**config.mk**
```make
export PLATFORM = sky130hd
export DESIGN_NAME = npu_bus_slave
export DESIGN_NICKNAME = d
export VERILOG_FILES = /design/src/rtl/npu_bus_slave.sv
export SDC_FILE = /design/constraint.sdc
export NUM_CORES = 1
export LEC_CHECK = 0
export BUFFER_PORTS_ARGS = -buffer_cell sky130_fd_sc_hd__buf_2
export CORE_MARGIN = 1.5
export CORE_UTILIZATION = 38
export DETAILED_ROUTE_END_ITERATION = 10
export GPL_TIMING_DRIVEN = 0
export PLACE_DENSITY = 0.89
export SETUP_SLACK_MARGIN = 0.3
export SLEW_MARGIN = 20
export SYNTH_ARGS = -nofsm -noshare
export SYNTH_HDL_FRONTEND = slang
export SYNTH_SLANG_ARGS = --single-unit
export TNS_END_PERCENT = 1
```
**constraint.sdc**
```tcl
create_clock -name clk_i -period 1.8 [get_ports clk_i]
set_input_delay 0 -clock clk_i [delete_from_list [all_inputs] [get_ports clk_i]]
set_output_delay 0 -clock clk_i [all_outputs]
set_load 0.05 [all_outputs]
```
**src/rtl/npu_bus_slave.sv**
```systemverilog
// ---------------------------------------------------------------------------------------------
// npu_bus_slave
//
// Pipelined address/data-phase bus slave that bridges the system bus onto one NPU memory port.
// Each accepted address phase is decoded into a write, a read or an error data phase:
//   - write : single data-phase cycle, NPU strobe with write enable, no wait states
//   - read  : NPU strobe in the first cycle, then RdLatency wait states until rdata_i is valid
//   - error : two cycles, resp_o high in both, ready_o low in the first; no NPU access
// A new address phase is only looked at in a cycle where ready_o is high.
//
// Parameters
//   DWidth     data bus width
//   AWidth     address width
//   RdLatency  NPU read latency in cycles (1..7)
//   BaseAddr   address window base
//   AddrMask   address window mask; hit when (addr & AddrMask) == BaseAddr
//
// Ports
//   clk_i     clock, rising edge
//   rst_ni    asynchronous active-low reset
//   sel_i     slave select from the bus decoder
//   trans_i   transfer type (IDLE=00, BUSY=01, NONSEQ=10, SEQ=11)
//   ready_i   bus-wide ready, previous data phase complete
//   write_i   1 = write, 0 = read (address phase)
//   addr_i    address (address phase)
//   wdata_i   write data (data phase)
//   rdata_i   NPU read data, valid RdLatency cycles after a read strobe
//   cen_o     NPU access strobe, one cycle per access
//   wen_o     NPU write enable, qualified by cen_o
//   addr_o    NPU address, registered at address-phase acceptance
//   wdata_o   NPU write data
//   rdata_o   read data to master (live on read completion, otherwise last read data)
//   resp_o    0 = OKAY, 1 = ERROR
//   ready_o   data phase complete
// ---------------------------------------------------------------------------------------------
module npu_bus_slave #(
    parameter int unsigned        DWidth    = 32,
    parameter int unsigned        AWidth    = 32,
    parameter int unsigned        RdLatency = 1,
    parameter logic [AWidth-1:0]  BaseAddr  = AWidth'(32'h1000_0000),
    parameter logic [AWidth-1:0]  AddrMask  = AWidth'(32'hF000_0000)
) (
    input  logic              clk_i,
    input  logic              rst_ni,
    input  logic              sel_i,
    input  logic [1:0]        trans_i,
    input  logic              ready_i,
    input  logic              write_i,
    input  logic [AWidth-1:0] addr_i,
    input  logic [DWidth-1:0] wdata_i,
    input  logic [DWidth-1:0] rdata_i,
    output logic              cen_o,
    output logic              wen_o,
    output logic [AWidth-1:0] addr_o,
    output logic [DWidth-1:0] wdata_o,
    output logic [DWidth-1:0] rdata_o,
    output logic              resp_o,
    output logic              ready_o
);

    // Latency counter compare value; the counter only needs to reach 7.
    localparam logic [2:0] LatCnt = 3'(RdLatency);

    typedef enum logic [2:0] {
        StIdle,
        StWrite,
        StRead,
        StErr1,
        StErr2
    } state_e;

    state_e            state_q, state_d;
    logic [2:0]        cnt_q, cnt_d;
    logic [AWidth-1:0] addr_q, addr_d;
    logic [DWidth-1:0] hold_q, hold_d;

    logic accept;
    logic hit;
    logic aligned;
    logic rd_done;
    logic phase_end;

    // ------------------------------------------------------------------
    // Address-phase decode
    // ------------------------------------------------------------------
    // NONSEQ (10) and SEQ (11) are the only transfer types carrying an access.
    assign accept  = sel_i & ready_i & trans_i[1];
    assign hit     = ((addr_i & AddrMask) == BaseAddr);
    assign aligned = (addr_i[1:0] == 2'b00);

    // Read completes in the cycle the counter reaches the configured latency.
    assign rd_done = (state_q == StRead) && (cnt_q == LatCnt);

    // The current data phase ends (ready_o high) everywhere except during read wait states
    // and the first error cycle. Only then is the next address phase evaluated.
    assign phase_end = ((state_q != StRead) && (state_q != StErr1)) || rd_done;

    // ------------------------------------------------------------------
    // State register and datapath registers
    // ------------------------------------------------------------------
    always_ff @(posedge clk_i or negedge rst_ni) begin
        if (!rst_ni) begin
            state_q <= StIdle;
            cnt_q   <= 3'd0;
            addr_q  <= '0;
            hold_q  <= '0;
        end else begin
            state_q <= state_d;
            cnt_q   <= cnt_d;
            addr_q  <= addr_d;
            hold_q  <= hold_d;
        end
    end

    // ------------------------------------------------------------------
    // Next-state logic
    // ------------------------------------------------------------------
    always_comb begin
        state_d = state_q;
        if (phase_end) begin
            if (!accept) begin
                state_d = StIdle;
            end else if (!(hit && aligned)) begin
                state_d = StErr1;
            end else if (write_i) begin
                state_d = StWrite;
            end else begin
                state_d = StRead;
            end
        end else if (state_q == StErr1) begin
            state_d = StErr2;
        end
    end

    // Datapath next values. The counter restarts at every phase boundary so a newly entered
    // read always begins at zero, including back-to-back reads.
    always_comb begin
        addr_d = addr_q;
        cnt_d  = cnt_q;
        hold_d = hold_q;

        if (phase_end && accept) begin
            addr_d = addr_i;
        end

        if (phase_end) begin
            cnt_d = 3'd0;
        end else if (state_q == StRead) begin
            cnt_d = cnt_q + 3'd1;
        end

        if (rd_done) begin
            hold_d = rdata_i;
        end
    end

    // ------------------------------------------------------------------
    // Output logic
    // ------------------------------------------------------------------
    always_comb begin
        cen_o   = 1'b0;
        wen_o   = 1'b0;
        resp_o  = 1'b0;
        ready_o = phase_end;
        addr_o  = addr_q;
        wdata_o = wdata_i;
        rdata_o = rd_done ? rdata_i : hold_q;

        unique case (state_q)
            StIdle: begin
            end
            StWrite: begin
                cen_o = 1'b1;
                wen_o = 1'b1;
            end
            StRead: begin
                // Strobe only in the first read cycle; later cycles are wait states.
                cen_o = (cnt_q == 3'd0);
            end
            StErr1, StErr2: begin
                resp_o = 1'b1;
            end
            default: begin
            end
        endcase
    end

endmodule

```
## Word-level counts from Yosys, hierarchy flattened

Index checks and enable logic that the tools add are counted.

| storage, ports and cells | value |
|---|---|
| flip-flop bits (word level) | 70 |
| input bits | 103 |
| output and inout port bits | 100 |
| word-level logic and storage cells | 36 |

| cells by class | value |
|---|---|
| add/subtract/negate cells | 1 |
| equality and inequality tests | 8 |
| muxes and demuxes | 11 |
| bitwise operators | 2 |
| reduce and logical (&&, ||, !) cells | 10 |

Operators by type and width:

| kind | number |
|---|---|
| two-way mux 32 bit | 1 |
| two-way mux 3 bit | 4 |
| == test 3 x 1 -> 1 bit (second input constant) | 2 |
| == test 3 x 2 -> 1 bit (second input constant) | 2 |
| two-way mux 2 bit | 3 |
| != test 3 x 2 -> 1 bit (second input constant) | 2 |
| == test 4 x 1 -> 1 bit (second input constant) | 1 |
| logical AND 1 bit | 4 |
| nonzero test 2 bit | 2 |
| adder 3 x 1 -> 3 bit (second input constant) | 1 |
| == test 3 bit (second input constant) | 1 |
| zero test 3 bit | 1 |
| bitwise AND 1 bit | 2 |
| zero test 2 bit | 1 |
| two-way mux 1 bit | 2 |
| case mux 1 bit (2 select lines) | 1 |
| OR reduction 2 bit | 1 |
| logical OR 1 bit | 1 |

## Logic depth before layout (Yosys ltp)

Gate-level depths: netlist of the first run.

| depth | value |
|---|---|
| word-level depth | 5 |
| mapped depth | 6 |
| mapped depth without buffers | 5 |

## Worst setup path after synthesis of the first run

OpenSTA, ideal clock, no wires.

| timing | value |
|---|---|
| path kind | flip-flop to flip-flop |
| start | reg cnt_q[1] |
| end | reg hold_q[0] |
| arrival | 1.761 ns |
| path slack | -0.136 ns |
| cell stages (with the launch flop) | 7 |
| period minus slack after synthesis | 1.936 ns |
| path through | dfrtp_1 inv_1 ha_1 nand2b_1 nor4b_4 buf_2 mux2_2 |

| between the ends | value |
|---|---|
| word-level cells in the longest chain between the ends | 3 |

RTL lines:

| element | RTL line | RTL |
|---|---|---|
| start, declared | 73 | `logic [2:0] cnt_q, cnt_d;` |
| start signal, assigned | 109 | `cnt_q <= cnt_d;` |
| == test 3 x 1 -> 1 bit | 92 | `assign rd_done = (state_q == StRead) && (cnt_q == LatCnt);` |
| logical AND 1 bit | 92 |  |
| two-way mux 32 bit | n/a |  |
| named net rdata_o[0] | 56 | `output logic [DWidth-1:0] rdata_o,` |
| end signal, assigned | 111 | `hold_q <= hold_d;` |
| end, declared | 75 | `logic [DWidth-1:0] hold_q, hold_d;` |

The timed path passes the listed nets, and every way through them passes these cells.
A chain may end at the register's enable or synchronous reset.

## Worst setup path after layout of the first run

| timing | value |
|---|---|
| start | reg cnt_q[1] |
| end | out rdata_o[21] |

| between the ends | value |
|---|---|
| word-level cells in the longest chain between the ends | 3 |

RTL lines:

| element | RTL line |
|---|---|
| == test 3 x 1 -> 1 bit | 92 |
| logical AND 1 bit | 92 |
| two-way mux 32 bit | n/a |
| end, declared | 56 |

Every way passes these cells.

==> results.txt, run 1 <==
Run status = complete, but fails checks
Failing checks = setup timing
Register area share after synthesis = 57.9%
I/O pins = 203
Critical path startpoint category = flip-flop
Skew final = 0.0139 ns
Distinct cell type count after synthesis = 26
DP HPWL = 5.27 mm
Arr. time, crit path = 2.10 ns
Yosys top cell area share = 57.9%
Mapped Cells = 211
Total power = 11.1 mW
Max-cap violation count = 0
Worst r2r src = cnt_q[1]$_DFFE_PN0P_
Cells on worst reg2reg path = 6
Inst Count DP = 483
Starting Density = 39.2%
Clock insertion delay at the later pin of the skew report = 0.34 ns
Avg WL per Cell = 16.8 um
Total wire length = 9.55 mm
NumNets Final = 569
Post-synth EDFFs = 0
DRT antenna net count = 0
Total GRT Usage = 21.9%
DRC = 0
Die area = 0.00851 mm2
Starting DRT DRC Count = 50
Syn Nets = 317
Final Cycle Share = 116%
Fin. Hold Viols = 0
R2R Setup Slk = -0.19 ns
Slew margin rel. = 64.4%
Ys async rst share = 100%
Initial antenna violation count = 0
Mean Syn Cell Area = 14.3 um2
Worst vdd ir = 0.00142 V
Root Driver = clkbuf_8
Critical path class = flip-flop to primary output
Footprint of the multi-input gates = 0.00114 mm2
Final Setup Violations = 62
Commonest non-fill, non-tap cell in the layout = buf_2
Vias post-DR = 2,608
Main synth FF type = dfrtp_1
# clock sinks = 70
Die Width = 92.2 um
Clock buffer depth = 2
Drt pass-1 iters = 3
Commonest non-fill, non-tap cells in the layout = buf_2 (134), dfrtp_1 (69), dlygate4sd3_1 (66), mux2_4 (40), buf_4 (38)
First-pass GRT wire length = 14.3 mm
GR Overflow Total = 0
Die Y = 92.2 um
Class of the worst hold path = primary input to async pin
Critical path endpoint category = primary output
Share of cells above drive strength 1 = 64.7%
Via density per instance = 4.58
Largest cells by area after synthesis = dfrtp_1 (58%), mux2_2 (24%), buf_4 (7.9%)
Area leader, netlist = dfrtp_1
Cts bufs inserted = 9
Fin. max-slew vios = 0
N_diodes = 0
Area of the core = 0.00773 mm2
Final WS setup = -0.296 ns
CP required = 1.80 ns
Area Growth Syn to Fin = 79.1%
CP max FO = 5
Hold slack final = 0.132 ns
Clock transition at path regs = 0.08 ns
Layout fillers = 484
Synth Warn # = 0
RSZ-0062 raised after global routing = true
CTS tree = done
Leakage = 2.69 nW
Pwr per Cell Area = 2040 mW/mm2
Max Fclk = 0.477 GHz
Largest net degree at the start of global routing = 41
Gpl congestion = 0.732
# rows = 32
Worst-Margin Slew = 0.527 ns
Flip-flop and latch area = 0.00175 mm2
Tmin final = 2.10 ns
Final std cells w/o fill = 569
Vias in the first global route = 2,854
H-tree depth = 3
Port Buffers = 169
Mapped Area = 0.00303 mm2
RR Endpoint = addr_o[18]$_DFFE_PN0P_
Yosys reg bits = 70
==> cell usage after synthesis (3+ instances only) <==
cell type	instances
inv_1	3
nand2_1	6
nand2b_1	3
dfrtp_1	70
ha_1	3
buf_6	3
buf_2	3
mux2_2	64
buf_4	32
a21oi_1	5
nor2_1	4
==> registers in the layout, summed over array words and instances, names as in the netlist <==
register  count
hold_q       32
addr_o       32
state_q       3
cnt_q         3
==> layer usage <==
| layer | track usage (%) | up-vias | part of all wire (%) |
|---|---|---|---|
| li1 | - | 1191 | - |
| met1 | 23.6 | 1258 | 38 |
| met2 | 40.0 | 143 | 52 |
| met3 | 7.21 | 16 | 8.0 |
| met4 | 7.05 | 0 | 1.8 |
| met5 | 0 | - | 0 |
==> worst max-delay path, cell delays in order, from the launching register on <==
cell       delay (ns)
dfrtp_1          0.40
inv_2            0.08
ha_4             0.15
nand2b_4         0.08
nor4b_4          0.25
buf_6            0.18
clkbuf_16        0.15
mux2_4           0.31
buf_6            0.16
==> where the power goes <==
group	switching (mW)	total, mW	internal (mW)	leakage (nW)
combinational	4.34	6.85	2.50	1.74
clock	0.574	1.49	0.913	0.115
sequential	0.385	2.72	2.34	0.841
==> worst max-delay path by stage <==
stage                         startpoint             endpoint  slack (ns)  depth (start not counted)
CTS                 cnt_q[1]$_DFFE_PN0P_          rdata_o[10]       -0.30                          8
global placement    cnt_q[1]$_DFFE_PN0P_           rdata_o[2]       -0.26                          7
floorplan           cnt_q[1]$_DFFE_PN0P_  hold_q[0]$_DFF_PN0_       -0.03                          6
finish              cnt_q[1]$_DFFE_PN0P_          rdata_o[21]       -0.30                          8
global route        cnt_q[1]$_DFFE_PN0P_           rdata_o[3]       -0.38                          8
detailed placement  cnt_q[0]$_DFFE_PN0P_           rdata_o[4]       -0.29                          6
==> through the flow <==
stage	util (%)	worst slack (ns)	setup TNS, ns	cell area, um2
CTS	69.6	-0.296	-13.83	5380
detailed placement	54.0	-0.287	-19.72	4180
finish	70.1	-0.296	-13.74	5420
global route	70.1	-0.379	-18.24	5420
global placement	53.7	-0.262	-17.16	4150
floorplan	-	-0.0333	-1.48	3180
==> area by class of cell <==
type / instances / share of cell area, %
buffer: 39 / 6.30
clock buffer: 9 / 2.29
clock inverter: 6 / 2.06
tap: 102 / 2.36
sequential: 70 / 32.4
timing repair buffer: 241 / 33.3
inverter: 3 / 0.208
multi-input combinational: 99 / 21.1
==> logic make-up (layout without fill, tap and decap cells) <==
family	after synthesis	in the layout	share of synthesized area (%)
AOI/OAI and AO/OA	10	10	2.32
adders and majority gates	3	3	1.24
buffers and inverters	42	298	10.0
DFF	70	70	57.9
muxes	64	64	23.8
and+or+nand+nor	22	22	4.67
==> what timing repair did <==
action,CTS,global route
gates cloned,0,1
hold endpoints to repair,136,0
endpoints found under the setup margin,101,100
hold buffers,66,0
resized for setup,87,4
buffers inserted,4,0
pin swaps,1,1
Power figures use the tool's default switching activity.
==> inputs of run 2 (changes only) <==
- TNS_END_PERCENT: 1 -> 20
==> results.txt, run 2 (synthesis results as in run 1) <==
Run status = complete, but fails checks
Failing checks = setup timing
Pwr per Cell Area = 2040 mW/mm2
Die area = 0.00851 mm2
N_diodes = 0
Max-cap violation count = 0
# clock sinks = 70
NumNets Final = 574
Root Driver = clkbuf_8
CP max FO = 10
Fin. max-slew vios = 0
DRT antenna net count = 0
Total power = 11.2 mW
Fin. Hold Viols = 0
CP required = 1.80 ns
Clock insertion delay at the later pin of the skew report = 0.33 ns
Worst vdd ir = 0.00141 V
Placed Area = 0.00418 mm2
Arr. time, crit path = 2.08 ns
Commonest non-fill, non-tap cell in the layout = buf_2
Commonest non-fill, non-tap cells in the layout = buf_2 (134), dfrtp_1 (69), dlygate4sd3_1 (65), buf_4 (42), mux2_4 (40)
Inst Count DP = 483
GR Overflow Total = 0
Critical path buffers and inverters = 4
CP Cell Sequence = inv_2 > ha_4 > nand2b_4 > nor4b_4 > buf_6 > buf_12 > mux2_4 > buf_6
Vias post-DR = 2,608
Critical path startpoint category = flip-flop
DRC = 0
Cts bufs inserted = 9
Total GRT Usage = 22.3%
Leakage = 2.72 nW
Avg WL per Cell = 16.5 um
Final std cells w/o fill = 574
DR WL met2 = 5.00 mm
Vias in the first global route = 2,853
Wire length on met1 = 3.55 mm
Hold slack final = 0.0436 ns
# rows = 32
Starting DRT DRC Count = 33
Die Width = 92.2 um
Initial antenna violation count = 0
Top layer in use = met4
Pre-CTS WS = -0.287 ns
Final WS setup = -0.279 ns
Drt pass-1 iters = 4
Class of the worst hold path = primary input to flip-flop
Crit path largest cell delay = 0.39 ns
Clock buffer depth = 2
Share of cells above drive strength 1 = 65.5%
Critical path endpoint category = primary output
Via density per instance = 4.54
Largest net degree at the start of global routing = 41
Port Buffers = 169
Most frequent CP cell = buf_6
Total wire length = 9.46 mm
Layout fillers = 480
Worst-Margin Slew = 0.527 ns
Top cell family by delay on the critical path = buffers and inverters
TNS Setup = -15.49 ns
Die Y = 92.2 um
First-pass GRT wire length = 14.4 mm
Starting Density = 39.2%
Clock transition at path regs = 0.07 ns
Slew margin rel. = 64.4%
Cells on worst reg2reg path = 7
Design area = 0.00548 mm2
Tmin final = 2.08 ns
DP HPWL = 5.27 mm
Met3 routed WL = 740 um
Final Setup Violations = 65
Hold depth = 3
RSZ-0062 raised after global routing = true
H-tree depth = 3
Gpl congestion = 0.732
Worst path depth = 8
Critical path class = flip-flop to primary output
CTS tree = done
Max Fclk = 0.481 GHz
Area Growth Syn to Fin = 81.0%
Final Cycle Share = 116%
Skew final = 0.00775 ns
I/O pins = 203
Final Util = 70.9%
Critical path's slowest cell = dfrtp_1
Area of the core = 0.00773 mm2
-- run 2: repair_timing --
action	CTS	global route
cloned	1	0
hold buffers	65	0
pin swaps	2	0
setup buffers	9	1
resized for setup	92	4
endpoints found under the hold margin	135	0
endpoints found under the setup margin	101	100
-- run 2: metal layers --
metal | vias up | global-route usage [%]
met5 | - | 0
met3 | 16 | 7.05
met4 | 0 | 7.05
met1 | 1249 | 23.9
met2 | 144 | 41.4
li1 | 1199 | -
-- run 2: report_power, final --
group / switching [mW] / leakage [nW] / internal (mW)
logic: 4.36 / 1.77 / 2.60
registers: 0.382 / 0.841 / 2.34
clock network: 0.568 / 0.115 / 0.912
total: 5.31 / 2.72 / 5.85
-- run 2: area by class of cell --
cell class                      instances  area, um2  area share (%)
Tap cell                              102        128            2.33
Sequential cell                        70       1750            32.0
Multi-Input combinational cell         99       1150            21.0
Clock buffer                            9        124            2.26
Inverter                                3       11.3           0.206
Timing Repair Buffer                  246       1850            33.8
Buffer                                 39        348            6.35
Clock inverter                          6        111            2.03
-- run 2: path summary, 6_finish.rpt --
kind                                          end  slack (ns)                    from
setup / recovery                      rdata_o[22]       -0.28    cnt_q[1]$_DFFE_PN0P_
hold / removal                hold_q[5]$_DFF_PN0_        0.04              rdata_i[5]
setup reg to reg           addr_o[18]$_DFFE_PN0P_       -0.27    cnt_q[1]$_DFFE_PN0P_
hold reg to reg            addr_o[24]$_DFFE_PN0P_        0.50  addr_o[24]$_DFFE_PN0P_
max in group asynchronous    cnt_q[0]$_DFFE_PN0P_        1.07                  rst_ni
min in group asynchronous     hold_q[3]$_DFF_PN0_        0.15                  rst_ni
-- run 2: worst register-to-register path: cells and delay by family (launching register included) --
family | cells | cell delay, ns
and+or+nand+nor | 1 | 0.39
AOI/OAI and AO/OA | 1 | 0.28
adders and majority gates | 1 | 0.14
muxes | 1 | 0.35
buffers and inverters | 3 | 0.40
DFF | 1 | 0.39
==> inputs of run 3 (changes only) <==
- ABC_AREA: not set -> 1
- PLACE_DENSITY: 0.89 -> 0.88
==> results.txt, run 3 <==
Run status = complete, but fails checks
Failing checks = setup timing
Class of the worst hold path = primary input to flip-flop
# rows = 33
Critical path startpoint category = flip-flop
Area of the core = 0.00818 mm2
Largest cells by area after synthesis = dfrtp_1 (55%), nand2_1 (16%), nand3_1 (11%)
Final Util = 71.4%
Slew margin rel. = 69.6%
Synth Warn # = 0
Root Driver = clkbuf_8
Commonest cells in the netlist = nand2_1 (137), dfrtp_1 (70), nand3_1 (68)
Main synth FF type = dfrtp_1
Commonest non-fill, non-tap cells in the layout = buf_2 (135), buf_4 (73), nand2_2 (72), dfrtp_1 (69), nand3_1 (68)
Avg WL per Cell = 15.6 um
Worst-Margin Slew = 0.456 ns
Yosys reg bits = 70
I/O pins = 203
Final Cycle Share = 102%
Ys async rst share = 100%
DRC = 0
Arr. time, crit path = 1.84 ns
DP HPWL = 5.92 mm
Gpl congestion = 0.718
Worst vdd ir = 0.00104 V
N_diodes = 0
Die Width = 94.6 um
Mapped Cells = 356
Clock buffer depth = 2
Post-synth EDFFs = 0
DRT antenna net count = 0
Critical path class = flip-flop to primary output
Commonest non-fill, non-tap cell in the layout = buf_2
Mean Syn Cell Area = 8.96 um2
Max-cap violation count = 0
Cts bufs inserted = 9
Total GRT Usage = 23.6%
Layout fillers = 535
Final Setup Violations = 27
CP max FO = 7
Critical path endpoint category = primary output
Fin. Hold Viols = 0
Clock insertion delay at the later pin of the skew report = 0.33 ns
Distinct cell type count after synthesis = 21
Leakage = 3.10 nW
NumNets Final = 726
Mapped Area = 0.00319 mm2
Total wire length = 11.4 mm
Share of cells above drive strength 1 = 58.6%
Top-count cell post-synth = nand2_1
CP required = 1.80 ns
Skew final = 0.0111 ns
Clock transition at path regs = 0.08 ns
Tmin final = 1.84 ns
First-pass GRT wire length = 16.4 mm
RSZ-0062 raised after global routing = true
Largest net degree at the start of global routing = 38
Vias in the first global route = 3,422
CTS tree = done
Starting DRT DRC Count = 86
Area Growth Syn to Fin = 83.1%
Starting Density = 39.0%
Area leader, netlist = dfrtp_1
Fin. max-slew vios = 0
Inst Count DP = 631
Syn Nets = 462
Via density per instance = 4.79
Pwr per Cell Area = 2000 mW/mm2
Die Y = 94.6 um
Max Fclk = 0.543 GHz
Yosys top cell area share = 54.9%
Drt pass-1 iters = 4
Die area = 0.00895 mm2
Final WS setup = -0.0418 ns
H-tree depth = 3
Final std cells w/o fill = 728
# clock sinks = 70
Vias post-DR = 3,488
Register area share after synthesis = 54.9%
GR Overflow Total = 0
Initial antenna violation count = 0
Port Buffers = 169
run 3: cell types whose count changed after synthesis, moves of 5 or more:
cell and delta:
nand2_1 +131, nand3_1 +67, mux2_2 -64, buf_4 +7, a21oi_1 -5
run 3: metal layers:
metal	GRT usage [%]	up-vias	share of wire, %
met2	42.1	189	52
met5	0	-	0
li1	-	1621	-
met1	26.9	1655	38
met4	8.83	0	1.8
met3	6.36	23	7.7
run 3: cell type report:
| class | instances | area, um2 | share of cell area, % |
|---|---|---|---|
| flip-flops and latches | 70 | 1750 | 30.0 |
| plain buffers | 51 | 422 | 7.22 |
| repair buffers | 253 | 1960 | 33.6 |
| multi-input cells | 226 | 1350 | 23.2 |
| clock buffers | 10 | 128 | 2.19 |
| well taps | 105 | 131 | 2.25 |
| clock inverters | 4 | 50.0 | 0.857 |
| inverters | 9 | 40.0 | 0.686 |
run 3: path summary, 6_finish.rpt:
path	slack (ns)	endpoint	cells after the start	startpoint
worst min-delay path	0.05	hold_q[2]$_DFF_PN0_	4	rdata_i[2]
worst min register to register	0.48	addr_o[31]$_DFFE_PN0P_	2	addr_o[31]$_DFFE_PN0P_
max in group asynchronous	1.07	state_q[2]$_DFFE_PN0P_	3	rst_ni
worst max-delay path	-0.04	rdata_o[20]	9	cnt_q[1]$_DFFE_PN0P_
min in group asynchronous	0.16	hold_q[5]$_DFF_PN0_	2	rst_ni
worst max register to register	0.13	hold_q[13]$_DFF_PN0_	9	cnt_q[1]$_DFFE_PN0P_
run 3: kinds of logic after synthesis:
group,count (synthesis),share of synthesized area [%]
AOI/OAI and AO/OA,4,1.06
xor gates and xnor gates,1,0.275
adders and majority gates,3,1.18
and+or+nand+nor,218,29.4
buffers and inverters,60,13.2
DFF,70,54.9
run 3: timing repair:
action,4_1_cts,5_1_grt
hold endpoints to repair,94,0
pin swaps,11,21
setup buffers,19,9
hold buffers,52,0
resized for setup,144,78
setup endpoints to repair,87,78
gates cloned,3,0
run 3: metrics by stage:
step | area [um2] | setup TNS, ns | worst slack, ns | hold slack (ns) | total power [mW]
after floorplan | 3210 | 0 | 0.148 | -0.296 | 6.70
after CTS | 5520 | -0.00218 | -0.000907 | 0.0290 | 10.9
final | 5840 | -0.465 | -0.0418 | 0.0521 | 11.7
after global routing | 5840 | -2.98 | -0.116 | 0.0536 | 12.1
after global placement | 4190 | 0 | 0.114 | 0.230 | 7.86
after detailed placement | 4210 | 0 | 0.0689 | -0.0211 | 7.99
run 3: power by group:
| group | internal, mW | switching, mW |
|---|---|---|
| sequential | 2.26 | 0.447 |
| combinational | 2.84 | 4.93 |
| clock | 0.624 | 0.571 |
| total | 5.72 | 5.95 |
run 3: worst max-delay path, stage by stage, from the launching register on:
cell and delay (ns):
dfrtp_1 0.37, inv_2 0.07, ha_4 0.16, nand2_4 0.10, clkinvlp_4 0.16, nand2_4 0.19, buf_6 0.16, nand2_2 0.06
nand2_2 0.10, buf_8 0.16
